--- config.mk ---
export PLATFORM = sky130hd
export DESIGN_NAME = cone_sweep_ctrl
export DESIGN_NICKNAME = d
export VERILOG_FILES = /design/src/rtl/cone_sweep_ctrl.sv
export SDC_FILE = /design/constraint.sdc
export NUM_CORES = 1
export LEC_CHECK = 0
export CORE_MARGIN = 10
export CORE_UTILIZATION = 48
export DETAILED_ROUTE_END_ITERATION = 16
export PLACE_DENSITY = 0.83
export RECOVER_POWER = 25
export SLEW_MARGIN = 0
export SYNTH_ARGS = -nofsm -noshare
export SYNTH_HDL_FRONTEND = slang
export SYNTH_SLANG_ARGS = --single-unit
--- constraint.sdc ---
create_clock -name clk -period 2.3 [get_ports clk]
set_input_delay 0.46 -clock clk [delete_from_list [all_inputs] [get_ports clk]]
set_output_delay 0.46 -clock clk [all_outputs]
set_load 0.01 [all_outputs]
--- src/rtl/cone_sweep_ctrl.sv ---
// Exhaustive sweep controller: drives every NIN-bit vector to a DUT cone and a
// golden cone, waits a settle window, then accumulates mismatch statistics.
module cone_sweep_ctrl #(
  parameter int NIN    = 4,
  parameter int NOUT   = 2,
  parameter int SETTLE = 1
) (
  input  logic            clk,
  input  logic            rst,
  input  logic            start,
  input  logic            abort,
  output logic [NIN-1:0]  stim,
  input  logic [NOUT-1:0] dut_resp,
  input  logic [NOUT-1:0] gold_resp,
  output logic            busy,
  output logic            done,
  output logic            any_fail,
  output logic [NIN:0]    fail_cnt,
  output logic [NIN-1:0]  first_fail,
  output logic [NOUT-1:0] fail_mask
);

  typedef enum logic [1:0] {
    S_IDLE,
    S_SETTLE,
    S_CHECK,
    S_DONE
  } state_e;

  localparam logic [3:0] SETTLE_INIT = 4'(SETTLE - 1);

  state_e          state_q, state_d;
  logic [NIN-1:0]  stim_q, stim_d;
  logic [3:0]      settle_q, settle_d;
  logic            any_fail_q, any_fail_d;
  logic [NIN:0]    fail_cnt_q, fail_cnt_d;
  logic [NIN-1:0]  first_fail_q, first_fail_d;
  logic [NOUT-1:0] fail_mask_q, fail_mask_d;
  logic [NOUT-1:0] diff;

  assign diff = dut_resp ^ gold_resp;

  always_ff @(posedge clk) begin
    if (rst) begin
      state_q      <= S_IDLE;
      stim_q       <= '0;
      settle_q     <= '0;
      any_fail_q   <= 1'b0;
      fail_cnt_q   <= '0;
      first_fail_q <= '0;
      fail_mask_q  <= '0;
    end else begin
      state_q      <= state_d;
      stim_q       <= stim_d;
      settle_q     <= settle_d;
      any_fail_q   <= any_fail_d;
      fail_cnt_q   <= fail_cnt_d;
      first_fail_q <= first_fail_d;
      fail_mask_q  <= fail_mask_d;
    end
  end

  always_comb begin
    state_d      = state_q;
    stim_d       = stim_q;
    settle_d     = settle_q;
    any_fail_d   = any_fail_q;
    fail_cnt_d   = fail_cnt_q;
    first_fail_d = first_fail_q;
    fail_mask_d  = fail_mask_q;

    unique case (state_q)
      S_IDLE: begin
        if (start && !abort) begin
          state_d      = S_SETTLE;
          stim_d       = '0;
          settle_d     = SETTLE_INIT;
          any_fail_d   = 1'b0;
          fail_cnt_d   = '0;
          first_fail_d = '0;
          fail_mask_d  = '0;
        end
      end
      S_SETTLE: begin
        if (abort) begin
          state_d = S_IDLE;
        end else if (settle_q == 4'd0) begin
          state_d = S_CHECK;
        end else begin
          settle_d = settle_q - 4'd1;
        end
      end
      S_CHECK: begin
        // An aborted compare must leave the partial results untouched.
        if (abort) begin
          state_d = S_IDLE;
        end else begin
          if (diff != '0) begin
            fail_cnt_d  = fail_cnt_q + (NIN+1)'(1);
            fail_mask_d = fail_mask_q | diff;
            if (!any_fail_q) begin
              first_fail_d = stim_q;
              any_fail_d   = 1'b1;
            end
          end
          if (stim_q == '1) begin
            state_d = S_DONE;
          end else begin
            stim_d   = stim_q + NIN'(1);
            settle_d = SETTLE_INIT;
            state_d  = S_SETTLE;
          end
        end
      end
      S_DONE: begin
        state_d = S_IDLE;
      end
      default: begin
        state_d = S_IDLE;
      end
    endcase
  end

  assign stim       = stim_q;
  assign busy       = (state_q == S_SETTLE) || (state_q == S_CHECK);
  assign done       = (state_q == S_DONE);
  assign any_fail   = any_fail_q;
  assign fail_cnt   = fail_cnt_q;
  assign first_fail = first_fail_q;
  assign fail_mask  = fail_mask_q;

endmodule

==> summary.txt, run 1 <==
outcome: complete, no violations
static leakage: 0.579 nW
Gate Count Post-Synth: 141
mean post-synth cell area: 9.17 µm²
synthesized area: 0.00129 mm²
GR Overflow Total: 0
WHS: 0.477 ns
Async SR Flop Fraction: 0%
Post-CTS Hold Buffers: 0
Area Growth Syn to Fin: 22.0%
DRT iter0 DRCs: 75
routability cong.: 0.838
Worst Setup Start Kind: flip-flop
first-pass GRT wire length: 5740 µm
maximum clock rate: 0.462 GHz
HP Class: reg -> reg
worst hold start: first_fail[3]
Fin Setup TNS: 0 ns
cts repair resizes: 0
Placed Instance Area: 0.00154 mm²
post-CTS setup buffers: 0
# Max-Cap Violations: 0
Tcrit/Tclk final: 94.1%
I/O pins: 26
reg2reg start: state_q[0]
Vias/cell: 5.98
H-tree Lvls: 1
post-synthesis sequential area ratio: 34.1%
Total Wirelength: 3260 µm
power after layout: 0.759 mW
PwrDens: 481 mW/mm²
Final Critical Period: 2.16 ns
Die Y: 71.9 µm
placed wire-length estimate: 2470 µm
RSZ-0062 raised after global routing: no
Critical Path Fanout Max: 5
global-route usage over all layers: 13.2%
CTS tree: yes
clock tree root buffer cell: clkbuf_4
Nets: 184
latest clock arrival within the worst-skew pair: 0.32 ns
vias in the first global route: 1,180
worst r2r path cells: 6
DR vias: 1,160
ant diodes: 0
DIE AREA: 0.00517 mm²
clk slew on worst S/H paths: 0.12 ns
register bit total from synthesis: 22
Setup Viol. Count Final: 0
# DRC: 0
endpoints failing hold: 0
num rows: 18
initial antenna violation count: 0
Worst Skew: 0.00271 ns
syn_nets: 160
Hold Crit Depth: 2
r2r setup slk: 0.21 ns
Worst EP required: 1.84 ns
synth unique cells: 48
Chip Width: 71.9 µm
reg-to-reg endpoint: fail_cnt[3]
Slew headroom: 60.3%
Max VDD drop: 294 µV
ANT nets after route: 0
CTS Buf Count: 3
core box area: 0.00252 mm²
# port buffers: 25
clock sinks: 22
CP arrival: 1.70 ns
Synth Flop Type: dfxtp_1
Setup Crit Path Kind: reg -> out
layout cell share with drive strength beyond 1: 6.71%
number of fillers in the final layout: 233
Longest Clk Path Bufs: 2
Worst-Margin Slew: 0.593 ns
routed wire length per instance: 16.8 µm
EDFF count, synth: 0
largest net degree at the start of global routing: 19
drt pass-1 iters: 4
CP endpoint kind: primary output
Initial Util: 51.2%
Max Slew Vio Count: 0
Hold EP: first_fail[3]
cell area after layout: 0.00158 mm²
Yosys warnings: 0
-- metrics by stage --
step | setup WS (ns) | util (%) | instances
6_report | 0.135 | 62.5 | 194
5_1_grt | 0.0510 | 62.5 | 194
4_1_cts | 0.115 | 62.5 | 194
3_5_place_dp | 0.0579 | 61.1 | 190
3_3_place_gp | 0.140 | 61.1 | 190
2_1_floorplan | 0.460 | - | 141
-- cells in the mapped netlist, types with 2 or more instances --
cell type | instances | share of area (%)
a21oi_1 | 14 | 5.4
a32o_1 | 2 | 1.5
buf_6 | 2 | 1.7
dfxtp_1 | 22 | 34
ha_1 | 11 | 11
inv_1 | 7 | 2.0
nand2_1 | 4 | 1.2
nand2b_1 | 6 | 2.9
nand3_1 | 9 | 3.5
nand4_1 | 2 | 0.97
nand4b_1 | 3 | 2.0
nor2_1 | 5 | 1.5
nor2b_1 | 2 | 0.97
nor3_1 | 2 | 0.77
nor3b_1 | 2 | 1.2
nor4_1 | 2 | 0.97
o211ai_1 | 2 | 1.2
o21a_1 | 5 | 2.9
o21ai_0 | 6 | 2.3
o31ai_1 | 2 | 1.2
or4_1 | 3 | 1.7
xnor2_1 | 2 | 1.4
-- how the worst max path moves through the flow --
| stage | from | end |
|---|---|---|
| 2_1_floorplan | state_q[0] | settle_q[1] |
| 3_3_place_gp | abort | fail_cnt[3] |
| 3_5_place_dp | start | fail_cnt[3] |
| 4_1_cts | state_q[0] | busy |
| 5_1_grt | state_q[0] | busy |
| 6_report | state_q[0] | busy |
-- state kept, by name (all words and copies together), names as in the netlist --
register / cells
settle_q: 4
state_q: 2
first_fail: 4
fail_mask: 2
any_fail: 1
fail_cnt: 5
stim: 4
-- area by class of cell --
cell class                      count  area, µm²  share of cell area [%]
Timing Repair Buffer               26        258                    16.3
Tap cell                           30       37.5                    2.38
Multi-Input combinational cell    105        778                    49.4
Clock buffer                        4       36.3                    2.30
Sequential cell                    22        440                    27.9
Inverter                            7       26.3                    1.67
-- cell families after synthesis --
group	synth area share [%]
simple gates	22.0
compound gates	25.5
flops	34.1
buf+inv	5.71
fa+ha+maj	10.6
xor+xnor	1.36
mux	0.774
-- per-layer routing --
| metal | GRT usage (%) | wire (µm) | up-vias |
|---|---|---|---|
| met3 | 4.22 | 206 | 8 |
| met1 | 15.3 | 1310 | 545 |
| li1 | - | - | 575 |
| met2 | 21.5 | 1670 | 32 |
| met5 | 0 | 0 | - |
| met4 | 6.02 | 67 | 0 |
-- layout by cell type, fill, tap and decap left out, types with 3 or more instances in the layout --
cell	instances
nand3_1	9
inv_1	7
or4_1	3
dlygate4sd3_1	10
a21oi_1	14
o21ai_0	6
nand4b_1	3
nor2_1	5
clkdlybuf4s50_1	15
ha_1	11
nand2_1	4
o21a_1	5
nand2b_1	6
dfxtp_1	22
clkbuf_4	3
-- report_power, final --
group	leakage, nW	internal, mW	switching [mW]
logic	0.381	0.0648	0.0794
registers	0.178	0.388	0.00641
clock network	0.0210	0.0970	0.124
total	0.579	0.549	0.210
-- worst max-delay path: stages, from the launching register on --
cell	delay (ns)
dfxtp_1	0.43
inv_1	0.12
ha_1	0.30
clkdlybuf4s50_1	0.53
Power figures use the tool's default switching activity.
==> inputs of run 2 (changes only) <==
--- a/config.mk
+++ b/config.mk
@@ -5,9 +5,11 @@
 export SDC_FILE = /design/constraint.sdc
 export NUM_CORES = 1
 export LEC_CHECK = 0
+export CORE_ASPECT_RATIO = 0.6
 export CORE_MARGIN = 10
 export CORE_UTILIZATION = 48
 export DETAILED_ROUTE_END_ITERATION = 16
+export MAX_ROUTING_LAYER = met4
 export PLACE_DENSITY = 0.83
 export RECOVER_POWER = 25
 export SLEW_MARGIN = 0
==> summary.txt, run 2 (synthesized netlist as in run 1, its figures left out) <==
outcome: complete, no violations
first-pass GRT wire length: 5190 µm (-9.6%)
Worst Skew: 0.00834 ns (+0.00563 ns)
Setup Crit Path Kind: reg -> out
Worst Path Buf+Inv: 2 (unchanged)
Post-Place Cells: 194 (+2.1%)
dpl ws: 0.0402 ns (-0.0177 ns)
GR Overflow Total: 0 (unchanged)
fin worst setup slack: 0.191 ns (+0.0561 ns)
routability cong.: 0.919 (+9.7%)
Final Critical Period: 2.11 ns (-0.0561 ns)
CTS Buf Count: 3 (unchanged)
clk slew on worst S/H paths: 0.08 ns (-0.04 ns)
reg2reg start: state_q[0]
routed wire length per instance: 16.6 µm (-1.1%)
# port buffers: 25 (unchanged)
cts repair resizes: 0 (unchanged)
reg-to-reg endpoint: fail_cnt[3]
Total Wirelength: 3290 µm (+0.95%)
post-CTS setup buffers: 0 (unchanged)
maximum clock rate: 0.474 GHz (+2.7%)
Setup Viol. Count Final: 0 (unchanged)
drt pass-1 iters: 4 (unchanged)
most frequent cells in the layout: dfxtp_1, clkdlybuf4s50_1, a21oi_1, ha_1, dlygate4sd3_1
Slew headroom: 60.6% (+0.33 points)
CP endpoint kind: primary output
# DRC: 0 (unchanged)
clock sinks: 22 (unchanged)
num rows: 14 (-4)
Initial Util: 50.9% (-0.35 points)
Critical Path Fanout Max: 5 (unchanged)
Chip Width: 87.0 µm (+21%)
DIE AREA: 0.00524 mm² (+1.3%)
endpoints failing hold: 0 (unchanged)
RSZ-0062 raised after global routing: no
Area Growth Syn to Fin: 26.0%
Nets: 186 (+1.1%)
ant diodes: 0 (unchanged)
Post-CTS Hold Buffers: 0 (unchanged)
Hold Crit Depth: 1 (-1)
Hold EP: fail_mask[1]
non-filler instance count after layout: 198 (+2.1%)
Tcrit/Tclk final: 91.7% (-2.4 points)
initial antenna violation count: 0 (unchanged)
slowest CP cell: clkdlybuf4s50_1
placed wire-length estimate: 2480 µm (+0.38%)
Worst EP required: 1.84 ns (about the same)
static leakage: 0.604 nW (+4.2%)
CP arrival: 1.65 ns (-0.05 ns)
Max VDD drop: 490 µV (+67%)
crit-path cells: inv_1 -> ha_1 -> clkdlybuf4s50_1
worst r2r path cells: 6 (unchanged)
# Max-Cap Violations: 0 (unchanged)
core box area: 0.00254 mm² (+0.69%)
Die Y: 60.2 µm (-16%)
commonest non-fill, non-tap cell in the layout: dfxtp_1
DR vias: 1,189 (+2.5%)
Fin Setup TNS: 0 ns (unchanged)
Placed Instance Area: 0.00156 mm² (+1.1%)
CTS tree: yes
Worst-Margin Slew: 0.590 ns (-0.00213 ns)
layout cell share with drive strength beyond 1: 7.83% (+1.1 points)
Worst Setup Start Kind: flip-flop
worst hold start: fail_mask[1]
DRT iter0 DRCs: 74 (-1.3%)
HP Class: reg -> reg
H-tree Lvls: 1 (unchanged)
vias in the first global route: 1,065 (-9.7%)
largest net degree at the start of global routing: 15 (-4)
cell area after layout: 0.00163 mm² (+3.3%)
crit-path leading delay family: buffers and inverters
latest clock arrival within the worst-skew pair: 0.27 ns (-0.05 ns)
r2r setup slk: 0.24 ns (+0.03 ns)
critical path's largest stage delay: 0.54 ns (about the same)
Vias/cell: 6.01 (+0.43%)
I/O pins: 26 (unchanged)
global-route usage over all layers: 12.8% (-0.41 points)
Largest register FFs: 5 (unchanged)
PwrDens: 560 mW/mm² (+16%)
ANT nets after route: 0 (unchanged)
Max Slew Vio Count: 0 (unchanged)
clock tree root buffer cell: clkbuf_8
Longest Clk Path Bufs: 2 (unchanged)
==> run 2: report_power, final <==
group          leakage (nW)  internal (mW)  switching, mW  total (mW)
Combinational         0.390         0.0679         0.0832       0.151
Clock                0.0357          0.233          0.135       0.368
Sequential            0.178          0.387        0.00671       0.394
Total                 0.604          0.688          0.225       0.913
==> run 2: final cells by class <==
type	instances	area (µm²)
Fill cell	202	911
Multi-Input combinational cell	105	778
Sequential cell	22	440
Timing Repair Buffer	28	273
Clock buffer	3	41.3
Tap cell	32	40.0
Clock inverter	1	30.0
Inverter	7	26.3
==> run 2: how the worst max path moves through the flow <==
stage / startpoint / endpoint / slack, ns / cells after the start
after floorplan: state_q[0] / settle_q[1] / 0.46 / 8
after global placement: abort / fail_cnt[3] / 0.14 / 5
after detailed placement: abort / fail_cnt[3] / 0.04 / 5
after CTS: state_q[0] / busy / 0.18 / 3
after global routing: state_q[0] / fail_cnt[2] / 0.09 / 6
final: state_q[0] / busy / 0.19 / 3
==> run 2: metrics by stage <==
stage               utilization (%)  hold WS (ns)  power, mW
detailed placement             61.3         0.457      0.552
global route                   64.1         0.508      0.945
floorplan                         -         0.471      0.502
global placement               61.3         0.453      0.549
CTS                            64.1         0.478      0.915
finish                         64.1         0.473      0.913
==> run 2: layer usage <==
| metal | vias up | track usage [%] | part of all wire (%) |
|---|---|---|---|
| met5 | - | - | 0 |
| met2 | 40 | 18.4 | 42 |
| met3 | 2 | 5.02 | 8.5 |
| met1 | 567 | 16.5 | 49 |
| met4 | 0 | 2.07 | 0.27 |
| li1 | 580 | - | - |
==> inputs of run 3 (changes only) <==
--- a/config.mk
+++ b/config.mk
@@ -7,10 +7,11 @@
 export LEC_CHECK = 0
 export CORE_ASPECT_RATIO = 0.6
 export CORE_MARGIN = 10
-export CORE_UTILIZATION = 48
+export CORE_UTILIZATION = 45
+export CTS_CLUSTER_SIZE = 30
 export DETAILED_ROUTE_END_ITERATION = 16
 export MAX_ROUTING_LAYER = met4
-export PLACE_DENSITY = 0.83
+export PLACE_DENSITY = 0.82
 export RECOVER_POWER = 25
 export SLEW_MARGIN = 0
 export SYNTH_ARGS = -nofsm -noshare
==> constraint.sdc (replaced) <==
create_clock -name clk -period 1.8 [get_ports clk]
set_input_delay 0.36 -clock clk [delete_from_list [all_inputs] [get_ports clk]]
set_output_delay 0.36 -clock clk [all_outputs]
set_load 0.01 [all_outputs]
==> summary.txt, run 3 (synthesized netlist as in run 1, its figures left out) <==
largest net degree at the start of global routing: 14 (-1)
most frequent cells in the layout: buf_4, dfxtp_1, clkdlybuf4s50_1, a21oi_1
Slew headroom: 73.0% (+12 points)
utilization after layout: 69.7% (+5.5 points)
Vias/cell: 5.78 (-3.7%)
Worst Setup Start Kind: flip-flop
CP arrival: 1.91 ns (+0.26 ns)
Max VDD drop: 455 µV (-7.0%)
DR vias: 1,272 (+7.0%)
HP Class: reg -> reg
worst r2r path cells: 6 (unchanged)
Largest register FFs: 5 (unchanged)
Worst-Margin Slew: 0.404 ns (-0.186 ns)
Critical Path Fanout Max: 4 (-1)
critical path's largest stage delay: 0.39 ns (-0.15 ns)
num rows: 14 (unchanged)
clk slew on worst S/H paths: 0.08 ns (about the same)
Initial Util: 49.2% (-1.7 points)
maximum clock rate: 0.580 GHz
Area Growth Syn to Fin: 41.6%
routed wire length per instance: 16.9 µm (+1.9%)
CTS Buf Count: 3 (unchanged)
CTS tree: yes
drt pass-1 iters: 4 (unchanged)
metal3 WL: 288 µm (+3.6%)
core box area: 0.00263 mm² (+3.4%)
met1 WL: 1710 µm (+6.5%)
I/O pins: 26 (unchanged)
Longest Clk Path Bufs: 2 (unchanged)
Nets: 208 (+12%)
DRT iter0 DRCs: 81 (+9.5%)
Tcrit/Tclk final: 95.7%
H-tree Lvls: 1 (unchanged)
GR Overflow Total: 0 (unchanged)
slowest CP cell: or3b_1
vias in the first global route: 1,212 (+14%)
power after layout: 1.24 mW (+35%)
CP endpoint kind: flip-flop
Hold Crit Depth: 1 (unchanged)
placed wire-length estimate: 2730 µm (+10%)
global-route usage over all layers: 13.6% (+0.88 points)
ANT nets after route: 0 (unchanged)
latest clock arrival within the worst-skew pair: 0.27 ns (about the same)
# Max-Cap Violations: 0 (unchanged)
Post-CTS Hold Buffers: 0 (unchanged)
Die Y: 61.5 µm (+2.2%)
dpl ws: -0.153 ns (-0.193 ns)
uppermost layer routed: met4
static leakage: 0.712 nW (+18%)
crit-path cells: inv_1 -> ha_1 -> or3b_1 -> a32oi_2 -> nor2_1 -> a211oi_2
endpoints failing hold: 0 (unchanged)
fin worst setup slack: 0.0771 ns (-0.114 ns)
layout cell share with drive strength beyond 1: 24.5% (+17 points)
initial antenna violation count: 0 (unchanged)
Max Slew Vio Count: 0 (unchanged)
Worst Skew: 0.00551 ns (-0.00283 ns)
Final Critical Period: 1.72 ns
met2 routed WL: 1660 µm (+19%)
Setup Crit Path Kind: reg -> reg
commonest non-fill, non-tap cell in the layout: buf_4
DIE AREA: 0.00549 mm² (+4.8%)
# port buffers: 25 (unchanged)
Chip Width: 89.2 µm (+2.5%)
clock sinks: 22 (unchanged)
outcome: complete, no violations
Setup Viol. Count Final: 0 (unchanged)
Worst EP required: 1.98 ns (+0.14 ns)
first-pass GRT wire length: 5660 µm (+9.1%)
Total Wirelength: 3720 µm (+13%)
clock tree root buffer cell: clkbuf_8
routability cong.: 0.838 (-8.7%)
ant diodes: 0 (unchanged)
PwrDens: 675 mW/mm² (+20%)
# DRC: 0 (unchanged)
run 3: worst paths after layout:
kind | from | endpoint | slack (ns)
worst max-delay path | settle_q[0] | state_q[0] | 0.08
worst max register to register | settle_q[0] | state_q[0] | 0.08
worst min register to register | fail_mask[1] | fail_mask[1] | 0.46
worst min-delay path | fail_mask[1] | fail_mask[1] | 0.46
run 3: metal layers:
metal	track usage [%]	up-vias
met3	4.61	9
met1	16.4	594
met4	4.28	0
met2	21.1	43
li1	-	626
met5	-	-
run 3: critical path, delay by kind of cell (launching register included):
kind	cells	cell delay (ns)
AND/OR/NAND/NOR	2	0.49
AO/OA/AOI/OAI	2	0.49
flip-flops	1	0.35
adder cells (fa/ha/maj)	1	0.19
buffers and inverters	1	0.12
run 3: final cells by class:
type | instances | area [µm²]
multi-input cells | 106 | 822
fillers | 200 | 797
flip-flops and latches | 22 | 443
repair buffers | 49 | 428
clock buffers | 3 | 41.3
well taps | 32 | 40.0
clock inverters | 1 | 30.0
inverters | 7 | 26.3
run 3: through the flow:
step	TNS, ns	cells	cell area (µm²)	hold slack, ns
after global routing	-0.0555	220	1830	0.503
after CTS	0	218	1780	0.473
after detailed placement	-1.40	214	1710	0.456
after global placement	-0.761	214	1710	0.452
after floorplan	0	141	1300	0.471
final	0	220	1830	0.464
run 3: repair_timing:
item,in CTS,in global routing
pin swaps,0,5
cloned,0,1
setup endpoints to repair,2,19
buffers inserted,0,1
endpoints found under the hold margin,0,0
gates resized for setup,2,11
run 3: report_power, final:
part,internal (mW),total (mW),switching (mW)
clock network,0.298,0.472,0.174
logic,0.131,0.262,0.132
registers,0.495,0.502,0.00621
total,0.924,1.24,0.312
